===== config.mk =====
export PLATFORM = sky130hd
export DESIGN_NAME = mem_port_arbiter_flat
export DESIGN_NICKNAME = d
export VERILOG_FILES = /design/src/rtl/mem_port_arbiter_if.sv /design/src/rtl/mem_port_arbiter.sv /design/src/flat_wrapper.sv
export SDC_FILE = /design/constraint.sdc
export NUM_CORES = 1
export LEC_CHECK = 0
export CAP_MARGIN = 20
export CORE_AREA = 3 3 119 121
export DETAILED_ROUTE_END_ITERATION = 10
export DIE_AREA = 0 0 122 124
export SLEW_MARGIN = 20
export SYNTH_ARGS = -nofsm -noshare
export SYNTH_HDL_FRONTEND = slang
export SYNTH_SLANG_ARGS = --single-unit

===== constraint.sdc =====
create_clock -name clk -period 10.1 [get_ports clk]
set_clock_uncertainty 0.15 [all_clocks]
set_input_delay 3.03 -clock clk [delete_from_list [all_inputs] [get_ports clk]]
set_output_delay 3.03 -clock clk [all_outputs]
set_load 0.02 [all_outputs]

===== src/rtl/mem_port_arbiter_if.sv =====
// -----------------------------------------------------------------------------
// mem_port_arbiter_if
//   Bundles the split core memory interfaces (instruction fetch, data read,
//   data write) together with the unified single-port RAM interface and the
//   sticky response-error flag.
//
//   slave  : the arbiter's view (takes requests, drives grants/RAM request)
//   master : the environment's view (core requesters and the RAM)
//
//   Fetch      : imem_ready/imem_addr in, imem_valid/imem_rresp/imem_rdata out
//   Data read  : dmem_rready/dmem_raddr in, dmem_rvalid/dmem_rresp/dmem_rdata out
//   Data write : dmem_wready/dmem_waddr/dmem_wdata/dmem_wstrb in, dmem_wvalid out
//   RAM        : mem_ready/mem_we/mem_addr/mem_wdata/mem_wstrb out,
//                mem_valid/mem_rresp/mem_rdata in
//   resp_err   : sticky flag, response seen with no outstanding read
// -----------------------------------------------------------------------------
interface mem_port_arbiter_if;
  logic        imem_ready;
  logic        imem_valid;
  logic [31:0] imem_addr;
  logic        imem_rresp;
  logic [31:0] imem_rdata;

  logic        dmem_rready;
  logic        dmem_rvalid;
  logic [31:0] dmem_raddr;
  logic        dmem_rresp;
  logic [31:0] dmem_rdata;

  logic        dmem_wready;
  logic        dmem_wvalid;
  logic [31:0] dmem_waddr;
  logic [31:0] dmem_wdata;
  logic [3:0]  dmem_wstrb;

  logic        mem_ready;
  logic        mem_valid;
  logic        mem_we;
  logic [31:0] mem_addr;
  logic [31:0] mem_wdata;
  logic [3:0]  mem_wstrb;
  logic        mem_rresp;
  logic [31:0] mem_rdata;

  logic        resp_err;

  modport slave (
    input  imem_ready, imem_addr,
    output imem_valid, imem_rresp, imem_rdata,
    input  dmem_rready, dmem_raddr,
    output dmem_rvalid, dmem_rresp, dmem_rdata,
    input  dmem_wready, dmem_waddr, dmem_wdata, dmem_wstrb,
    output dmem_wvalid,
    output mem_ready, mem_we, mem_addr, mem_wdata, mem_wstrb,
    input  mem_valid, mem_rresp, mem_rdata,
    output resp_err
  );

  modport master (
    output imem_ready, imem_addr,
    input  imem_valid, imem_rresp, imem_rdata,
    output dmem_rready, dmem_raddr,
    input  dmem_rvalid, dmem_rresp, dmem_rdata,
    output dmem_wready, dmem_waddr, dmem_wdata, dmem_wstrb,
    input  dmem_wvalid,
    input  mem_ready, mem_we, mem_addr, mem_wdata, mem_wstrb,
    output mem_valid, mem_rresp, mem_rdata,
    input  resp_err
  );
endinterface


===== src/rtl/mem_port_arbiter.sv =====
// -----------------------------------------------------------------------------
// mem_port_arbiter
//   Shares one single-port RAM between instruction fetch (I), data read (DR)
//   and data write (DW). One request is granted per cycle, fixed priority
//   DW > DR > I, except that a fetch refused for STARVE_LIMIT consecutive
//   cycles is promoted above both. Read responses return in order and are
//   steered back to their requester by a small tag FIFO.
//
//   Parameters:
//     MAX_OUTSTANDING : tag FIFO depth (outstanding reads), power of 2, >= 2
//     STARVE_LIMIT    : refused-fetch cycles before fetch is forced, >= 1
//   Ports:
//     clk    : clock
//     resetb : asynchronous active-low reset
//     bus    : request/grant/response signals (slave view)
// -----------------------------------------------------------------------------
module mem_port_arbiter #(
  parameter int unsigned MAX_OUTSTANDING = 4,
  parameter int unsigned STARVE_LIMIT    = 8
) (
  input  logic               clk,
  input  logic               resetb,
  mem_port_arbiter_if.slave  bus
);

  localparam int unsigned PTR_W = $clog2(MAX_OUTSTANDING);
  localparam int unsigned CNT_W = PTR_W + 1;
  localparam int unsigned STV_W = $clog2(STARVE_LIMIT + 1);

  localparam logic [CNT_W-1:0] FIFO_DEPTH = CNT_W'(MAX_OUTSTANDING);
  localparam logic [STV_W-1:0] STV_MAX    = STV_W'(STARVE_LIMIT);

  typedef enum logic [1:0] {
    GNT_NONE = 2'd0,
    GNT_I    = 2'd1,
    GNT_DR   = 2'd2,
    GNT_DW   = 2'd3
  } gnt_e;

  // Tag stored per outstanding read: 0 = fetch, 1 = data read.
  localparam logic TAG_I  = 1'b0;
  localparam logic TAG_DR = 1'b1;

  // State
  logic [MAX_OUTSTANDING-1:0] tags_q,     tags_d;
  logic [PTR_W-1:0]           wr_ptr_q,   wr_ptr_d;
  logic [PTR_W-1:0]           rd_ptr_q,   rd_ptr_d;
  logic [CNT_W-1:0]           cnt_q,      cnt_d;
  logic [STV_W-1:0]           starve_q,   starve_d;
  logic                       resp_err_q, resp_err_d;

  // Arbitration
  logic fifo_full;
  logic fifo_empty;
  logic elig_i;
  logic elig_dr;
  logic elig_dw;
  logic starved;
  gnt_e gnt;

  // Transfer / FIFO events
  logic xfer_i;
  logic push;
  logic pop;
  logic head_tag;

  always_comb begin
    fifo_full  = (cnt_q == FIFO_DEPTH);
    fifo_empty = (cnt_q == '0);
    // Full is judged on the registered count, so a same-cycle pop does not
    // free a slot for a new read.
    elig_dw    = bus.dmem_wready;
    elig_dr    = bus.dmem_rready && !fifo_full;
    elig_i     = bus.imem_ready  && !fifo_full;
    starved    = (starve_q >= STV_MAX);

    gnt = GNT_NONE;
    if (!resetb) begin
      gnt = GNT_NONE;
    end else if (elig_i && starved) begin
      gnt = GNT_I;
    end else if (elig_dw) begin
      gnt = GNT_DW;
    end else if (elig_dr) begin
      gnt = GNT_DR;
    end else if (elig_i) begin
      gnt = GNT_I;
    end
  end

  // Request mux, handshake outputs and response steering.
  always_comb begin
    bus.mem_ready   = 1'b0;
    bus.mem_we      = 1'b0;
    bus.mem_addr    = '0;
    bus.mem_wdata   = '0;
    bus.mem_wstrb   = '0;
    bus.imem_valid  = 1'b0;
    bus.dmem_rvalid = 1'b0;
    bus.dmem_wvalid = 1'b0;

    unique case (gnt)
      GNT_DW: begin
        bus.mem_ready   = 1'b1;
        bus.mem_we      = 1'b1;
        bus.mem_addr    = bus.dmem_waddr;
        bus.mem_wdata   = bus.dmem_wdata;
        bus.mem_wstrb   = bus.dmem_wstrb;
        bus.dmem_wvalid = bus.mem_valid;
      end
      GNT_DR: begin
        bus.mem_ready   = 1'b1;
        bus.mem_addr    = bus.dmem_raddr;
        bus.dmem_rvalid = bus.mem_valid;
      end
      GNT_I: begin
        bus.mem_ready   = 1'b1;
        bus.mem_addr    = bus.imem_addr;
        bus.imem_valid  = bus.mem_valid;
      end
      default: begin
        bus.mem_ready   = 1'b0;
      end
    endcase

    xfer_i   = (gnt == GNT_I) && bus.mem_valid;
    push     = bus.mem_valid && ((gnt == GNT_I) || (gnt == GNT_DR));
    pop      = resetb && bus.mem_rresp && !fifo_empty;
    head_tag = tags_q[rd_ptr_q];

    bus.imem_rresp = pop && (head_tag == TAG_I);
    bus.dmem_rresp = pop && (head_tag == TAG_DR);
    bus.imem_rdata = bus.mem_rdata;
    bus.dmem_rdata = bus.mem_rdata;
    bus.resp_err   = resp_err_q;
  end

  // Next-state: tag FIFO, starvation counter, sticky error.
  always_comb begin
    tags_d     = tags_q;
    wr_ptr_d   = wr_ptr_q;
    rd_ptr_d   = rd_ptr_q;
    cnt_d      = cnt_q;
    starve_d   = starve_q;
    resp_err_d = resp_err_q;

    if (push) begin
      tags_d[wr_ptr_q] = (gnt == GNT_DR) ? TAG_DR : TAG_I;
      wr_ptr_d         = wr_ptr_q + PTR_W'(1);
    end
    if (pop) begin
      rd_ptr_d = rd_ptr_q + PTR_W'(1);
    end

    unique case ({push, pop})
      2'b10:   cnt_d = cnt_q + CNT_W'(1);
      2'b01:   cnt_d = cnt_q - CNT_W'(1);
      default: cnt_d = cnt_q;
    endcase

    // Counts every refused fetch cycle, including cycles with mem_valid low.
    if (!bus.imem_ready || xfer_i) begin
      starve_d = '0;
    end else if (starve_q != STV_MAX) begin
      starve_d = starve_q + STV_W'(1);
    end

    if (bus.mem_rresp && fifo_empty) begin
      resp_err_d = 1'b1;
    end
  end

  always_ff @(posedge clk or negedge resetb) begin
    if (!resetb) begin
      tags_q     <= '0;
      wr_ptr_q   <= '0;
      rd_ptr_q   <= '0;
      cnt_q      <= '0;
      starve_q   <= '0;
      resp_err_q <= 1'b0;
    end else begin
      tags_q     <= tags_d;
      wr_ptr_q   <= wr_ptr_d;
      rd_ptr_q   <= rd_ptr_d;
      cnt_q      <= cnt_d;
      starve_q   <= starve_d;
      resp_err_q <= resp_err_d;
    end
  end

endmodule


===== src/flat_wrapper.sv =====
// flat-port wrapper written by rule: the top's interface ports become plain ports
module mem_port_arbiter_flat 
#(
  parameter int unsigned MAX_OUTSTANDING = 4,
  parameter int unsigned STARVE_LIMIT    = 8
)
  (clk, resetb, bus_imem_ready, bus_imem_addr, bus_imem_valid, bus_imem_rresp, bus_imem_rdata, bus_dmem_rready, bus_dmem_raddr, bus_dmem_rvalid, bus_dmem_rresp, bus_dmem_rdata, bus_dmem_wready, bus_dmem_waddr, bus_dmem_wdata, bus_dmem_wstrb, bus_dmem_wvalid, bus_mem_ready, bus_mem_we, bus_mem_addr, bus_mem_wdata, bus_mem_wstrb, bus_mem_valid, bus_mem_rresp, bus_mem_rdata, bus_resp_err);
  mem_port_arbiter_if bus_i ();
  input  logic clk;
  input  logic resetb;
  input wire logic [$bits(bus_i.imem_ready)-1:0] bus_imem_ready;
  input wire logic [$bits(bus_i.imem_addr)-1:0] bus_imem_addr;
  output wire logic [$bits(bus_i.imem_valid)-1:0] bus_imem_valid;
  output wire logic [$bits(bus_i.imem_rresp)-1:0] bus_imem_rresp;
  output wire logic [$bits(bus_i.imem_rdata)-1:0] bus_imem_rdata;
  input wire logic [$bits(bus_i.dmem_rready)-1:0] bus_dmem_rready;
  input wire logic [$bits(bus_i.dmem_raddr)-1:0] bus_dmem_raddr;
  output wire logic [$bits(bus_i.dmem_rvalid)-1:0] bus_dmem_rvalid;
  output wire logic [$bits(bus_i.dmem_rresp)-1:0] bus_dmem_rresp;
  output wire logic [$bits(bus_i.dmem_rdata)-1:0] bus_dmem_rdata;
  input wire logic [$bits(bus_i.dmem_wready)-1:0] bus_dmem_wready;
  input wire logic [$bits(bus_i.dmem_waddr)-1:0] bus_dmem_waddr;
  input wire logic [$bits(bus_i.dmem_wdata)-1:0] bus_dmem_wdata;
  input wire logic [$bits(bus_i.dmem_wstrb)-1:0] bus_dmem_wstrb;
  output wire logic [$bits(bus_i.dmem_wvalid)-1:0] bus_dmem_wvalid;
  output wire logic [$bits(bus_i.mem_ready)-1:0] bus_mem_ready;
  output wire logic [$bits(bus_i.mem_we)-1:0] bus_mem_we;
  output wire logic [$bits(bus_i.mem_addr)-1:0] bus_mem_addr;
  output wire logic [$bits(bus_i.mem_wdata)-1:0] bus_mem_wdata;
  output wire logic [$bits(bus_i.mem_wstrb)-1:0] bus_mem_wstrb;
  input wire logic [$bits(bus_i.mem_valid)-1:0] bus_mem_valid;
  input wire logic [$bits(bus_i.mem_rresp)-1:0] bus_mem_rresp;
  input wire logic [$bits(bus_i.mem_rdata)-1:0] bus_mem_rdata;
  output wire logic [$bits(bus_i.resp_err)-1:0] bus_resp_err;
  assign bus_i.imem_ready = bus_imem_ready;
  assign bus_i.imem_addr = bus_imem_addr;
  assign bus_imem_valid = bus_i.imem_valid;
  assign bus_imem_rresp = bus_i.imem_rresp;
  assign bus_imem_rdata = bus_i.imem_rdata;
  assign bus_i.dmem_rready = bus_dmem_rready;
  assign bus_i.dmem_raddr = bus_dmem_raddr;
  assign bus_dmem_rvalid = bus_i.dmem_rvalid;
  assign bus_dmem_rresp = bus_i.dmem_rresp;
  assign bus_dmem_rdata = bus_i.dmem_rdata;
  assign bus_i.dmem_wready = bus_dmem_wready;
  assign bus_i.dmem_waddr = bus_dmem_waddr;
  assign bus_i.dmem_wdata = bus_dmem_wdata;
  assign bus_i.dmem_wstrb = bus_dmem_wstrb;
  assign bus_dmem_wvalid = bus_i.dmem_wvalid;
  assign bus_mem_ready = bus_i.mem_ready;
  assign bus_mem_we = bus_i.mem_we;
  assign bus_mem_addr = bus_i.mem_addr;
  assign bus_mem_wdata = bus_i.mem_wdata;
  assign bus_mem_wstrb = bus_i.mem_wstrb;
  assign bus_i.mem_valid = bus_mem_valid;
  assign bus_i.mem_rresp = bus_mem_rresp;
  assign bus_i.mem_rdata = bus_mem_rdata;
  assign bus_resp_err = bus_i.resp_err;
  mem_port_arbiter #(.MAX_OUTSTANDING(MAX_OUTSTANDING), .STARVE_LIMIT(STARVE_LIMIT)) u_core (.clk(clk), .resetb(resetb), .bus(bus_i));
endmodule

==> impl_metrics.prom <==
# TYPE chip_impl_metric gauge
chip_impl_metric{name="filler_cell_count",unit=""} 1379
chip_impl_metric{name="clk_path_buf_depth",unit=""} 2
chip_impl_metric{name="floorplan.die_area",unit="sq um"} 15100
chip_impl_metric{name="detail_route.wl_per_cell",unit="um"} 18.4
chip_impl_info{name="worstSetupEndpoint",value="bus_mem_addr[3]"} 1
chip_impl_metric{name="timing.final.max_slew_violations",unit=""} 0
chip_impl_metric{name="yosysWarningCount",unit=""} 0
chip_impl_metric{name="route.antenna.remaining_nets",unit=""} 0
chip_impl_info{name="grt_setup_unrepaired",value="false"} 1
chip_impl_metric{name="critPathRequiredTime",unit="ns"} 6.92
chip_impl_info{name="critical_path.reg2reg.endpoint",value="u_core.cnt_q[1]"} 1
chip_impl_metric{name="seq_power_share",unit="%"} 23.9
chip_impl_metric{name="post-route-min-period",unit="ns"} 9.14
chip_impl_info{name="worst_r2r_src",value="u_core.cnt_q[1]"} 1
chip_impl_metric{name="power.density",unit="nW/um^2"} 110
chip_impl_metric{name="yosys.cell_types.count",unit=""} 31
chip_impl_metric{name="slew_worst_pin",unit="ns"} 0.659
chip_impl_metric{name="nets",unit=""} 597
chip_impl_metric{name="power_switching",unit="mW"} 0.162
chip_impl_metric{name="core_area",unit="sq um"} 13200
chip_impl_info{name="cts.root.buffer_cell",value="clkbuf_16"} 1
chip_impl_metric{name="rows",unit=""} 42
chip_impl_metric{name="setup-violations-final",unit=""} 0
chip_impl_metric{name="dr_vias",unit=""} 2493
chip_impl_metric{name="post-route-period-util",unit="%"} 90.5
chip_impl_metric{name="detail_route.wirelength",unit="um"} 10900
chip_impl_metric{name="clock-sinks",unit=""} 16
chip_impl_metric{name="fp.dieW",unit="um"} 122
chip_impl_metric{name="area_delta_synth_final",unit="%"} 89.1
chip_impl_metric{name="cts.reportedPaths.clkPinSlew",unit="ns"} 0.05
chip_impl_metric{name="mappedNetlistNets",unit=""} 456
chip_impl_metric{name="io_buffers",unit=""} 214
chip_impl_info{name="cts_tree",value="built"} 1
chip_impl_metric{name="max_slew_margin",unit="%"} 56.1
chip_impl_metric{name="worstHoldPathCells",unit=""} 1
chip_impl_metric{name="final_core_utilization",unit="%"} 31.4
chip_impl_metric{name="max-cap-violations",unit=""} 0
chip_impl_metric{name="post_detailed_placement_half_perimeter_wirelength",unit="um"} 9080
chip_impl_metric{name="detail_route.vias_per_cell",unit=""} 4.23
chip_impl_metric{name="sw_frac_of_total",unit="%"} 35.7
chip_impl_metric{name="cellInternalPower",unit="mW"} 0.292
chip_impl_metric{name="grt_overflow_total",unit=""} 0
chip_impl_metric{name="timing.critical_path.arrival",unit="ns"} 5.96
chip_impl_metric{name="number_of_top_level_pins",unit=""} 311
chip_impl_metric{name="ys_seq_elements",unit=""} 16
chip_impl_info{name="holdCritPathClass",value="reg -> reg"} 1
chip_impl_metric{name="firstDrtPassIters",unit=""} 7
chip_impl_metric{name="post_dp_cell_area",unit="sq um"} 4050
chip_impl_metric{name="clockPowerShare",unit="%"} 18.7
chip_impl_metric{name="fraction_of_registers_with_async_set_reset",unit="%"} 100
chip_impl_metric{name="grt_antenna_before_repair",unit=""} 0
chip_impl_metric{name="htree_levels",unit=""} 1
chip_impl_metric{name="comb_power_share",unit="%"} 57.4
chip_impl_info{name="start_kind",value="input port"} 1
chip_impl_info{name="hold_crit_start",value="u_core.bus.resp_err"} 1
chip_impl_metric{name="synth_area",unit="sq um"} 2190
chip_impl_info{name="postSynth.topFlopCell",value="dfrtp_1"} 1
chip_impl_metric{name="first_global_vias",unit=""} 2493
chip_impl_metric{name="drt-initial-drc-count",unit=""} 210
chip_impl_metric{name="clock_latency",unit="ns"} 0.24
chip_impl_metric{name="post_layout_nonfiller_instances",unit=""} 590
chip_impl_metric{name="pleak",unit="nW"} 1.58
chip_impl_metric{name="timing.hold.ws",unit="ns"} 0.312
chip_impl_info{name="worstSetupEndpointType",value="output pin"} 1
chip_impl_metric{name="hold_viol",unit=""} 0
chip_impl_metric{name="global_route.usage.total",unit="%"} 12.7
chip_impl_info{name="status",value="finished clean"} 1
chip_impl_metric{name="post-route-drc-count",unit=""} 0
chip_impl_metric{name="cts_buffers",unit=""} 3
chip_impl_metric{name="synth_cells",unit=""} 273
chip_impl_metric{name="post_cts_sizing",unit=""} 0
chip_impl_metric{name="numPlacedInstances",unit=""} 585
chip_impl_metric{name="path_max_fanout",unit=""} 24
chip_impl_info{name="timing.critical_path.from",value="bus_dmem_rready"} 1
chip_impl_metric{name="fmaxAchievable",unit="MHz"} 109
chip_impl_metric{name="synth_seq_area_share",unit="%"} 18.3
chip_impl_metric{name="postCtsSetupRepairBufs",unit=""} 0
chip_impl_metric{name="floorplan.initialDensity",unit="%"} 16.6
chip_impl_metric{name="r2r_setup_slack",unit="ns"} 7.01
chip_impl_metric{name="postCtsHoldBufs",unit=""} 0
chip_impl_metric{name="grt_max_degree",unit=""} 40
chip_impl_metric{name="final.setup.tns",unit="ns"} 0
chip_impl_metric{name="dieHeight",unit="um"} 124
chip_impl_metric{name="grt_first_pass_wirelength",unit="um"} 15000
chip_impl_info{name="critical_path_class",value="in -> out"} 1
chip_impl_metric{name="r2r_cells",unit=""} 10
chip_impl_metric{name="syn_area_per_cell",unit="sq um"} 8.02
chip_impl_metric{name="synth_edf_count",unit=""} 0
chip_impl_metric{name="ir_drop",unit="mV"} 0.114
chip_impl_metric{name="post_route_cells_drive_above_1_share",unit="%"} 4.84
chip_impl_metric{name="post-route-cell-area",unit="sq um"} 4140
chip_impl_metric{name="gp_congestion",unit=""} 0.785
## cells in the final DEF, fill, tap and decap left out
cell               n
nand3b_1           3
a21oi_1            1
a21oi_2            1
a21o_1             1
nand2_1            8
or3b_4             1
nor2_1            36
mux4_2             1
xor2_1             4
ha_1              10
fa_1               1
buf_4              5
nand3_1            2
clkbuf_16          3
dfrtp_1           16
mux2i_1            1
o21ai_0            2
nor2b_1            3
diode_2            1
clkdlybuf4s50_1  214
buf_12             1
and3b_1            1
xnor2_1            4
ha_2               1
clkbuf_8           1
mux2_2             4
and2_1            40
inv_1              9
a222oi_1          32
o311a_2            1
nor3_1             1
nand2b_1           3
or2b_2             1
a31oi_1            1
## final cells by class
class	count	area (sq um)	area share (%)
inverter	9	33.8	0.816
timing repair buffer	220	2200	53.1
tap	176	220	5.32
antenna	1	2.50	0.0604
clock buffer	4	88.8	2.15
multi-input combinational	164	1200	28.9
sequential	16	400	9.67
## cells by family after synthesis
family | after synthesis | synth area share (%)
AND/OR/NAND/NOR | 99 | 23.7
flip-flops | 16 | 18.3
XOR/XNOR | 8 | 3.20
buffers and inverters | 93 | 27.2
multiplexers | 6 | 3.54
adder cells (fa/ha/maj) | 12 | 7.20
AO/OA/AOI/OAI | 39 | 16.9
## sequential cells by signal (all words and copies together) (netlist names)
signal / cells
u_core.starve_q: 4
u_core.bus.resp_err: 1
u_core.tags_q: 4
u_core.wr_ptr_q: 2
u_core.cnt_q: 3
u_core.rd_ptr_q: 2
## metal layers
| metal | up-vias | part of all wire (%) | wire [um] | GRT usage, % |
|---|---|---|---|---|
| met1 | 1162 | 41 | 4470 | 16.5 |
| met5 | - | 0 | 0 | 0 |
| li1 | 1169 | - | - | - |
| met2 | 158 | 48 | 5260 | 21.7 |
| met3 | 4 | 10 | 1090 | 3.54 |
| met4 | 0 | 0.42 | 46 | 1.33 |
## cells in the mapped netlist (2+ instances only)
library cell,n,area (sq um)
a222oi_1,32,320
and2_1,40,250
buf_2,5,25.0
buf_4,64,480
clkbuf_1,14,52.6
dfrtp_1,16,400
ha_1,11,138
inv_1,9,33.8
mux2_2,4,45.0
nand2_1,8,30.0
nand2b_1,3,18.8
nand3_1,2,10.0
nand3b_1,3,22.5
nor2_1,36,135
nor2b_1,3,18.8
o21ai_0,2,10.0
xnor2_1,4,35.0
xor2_1,4,35.0
## metrics by stage
stage	setup WS, ns	total power, mW
final	0.958	0.454
after global routing	0.791	0.484
after CTS	0.960	0.459
after detailed placement	0.968	0.371
after global placement	1.00	0.365
after floorplan	2.28	0.273
## worst min-delay path by stage
| stage | end | slack, ns |
|---|---|---|
| 2_1_floorplan | u_core.rd_ptr_q[1] | 0.30 |
| 3_3_place_gp | u_core.bus.resp_err | 0.30 |
| 3_5_place_dp | u_core.bus.resp_err | 0.30 |
| 4_1_cts | u_core.bus.resp_err | 0.31 |
| 5_1_grt | u_core.bus.resp_err | 0.35 |
| 6_report | u_core.bus.resp_err | 0.31 |
## power by group through the flow
stage,combinational (mW),sequential [mW],clock [mW]
final,0.261,0.108,0.0849
after detailed placement,0.262,0.109,0
after CTS,0.264,0.108,0.0862
after global placement,0.258,0.107,0
after global routing,0.284,0.112,0.0884
after floorplan,0.169,0.104,0
## worst max-delay path, cell delays in order
cell	delay [ns]
clkdlybuf4s50_1	0.49
or2b_2	0.29
a31oi_1	0.22
nand2b_1	0.16
ha_1	0.59
buf_12	0.25
a222oi_1	0.10
nor2_1	0.18
clkdlybuf4s50_1	0.64
Power figures use the tool's default switching activity.
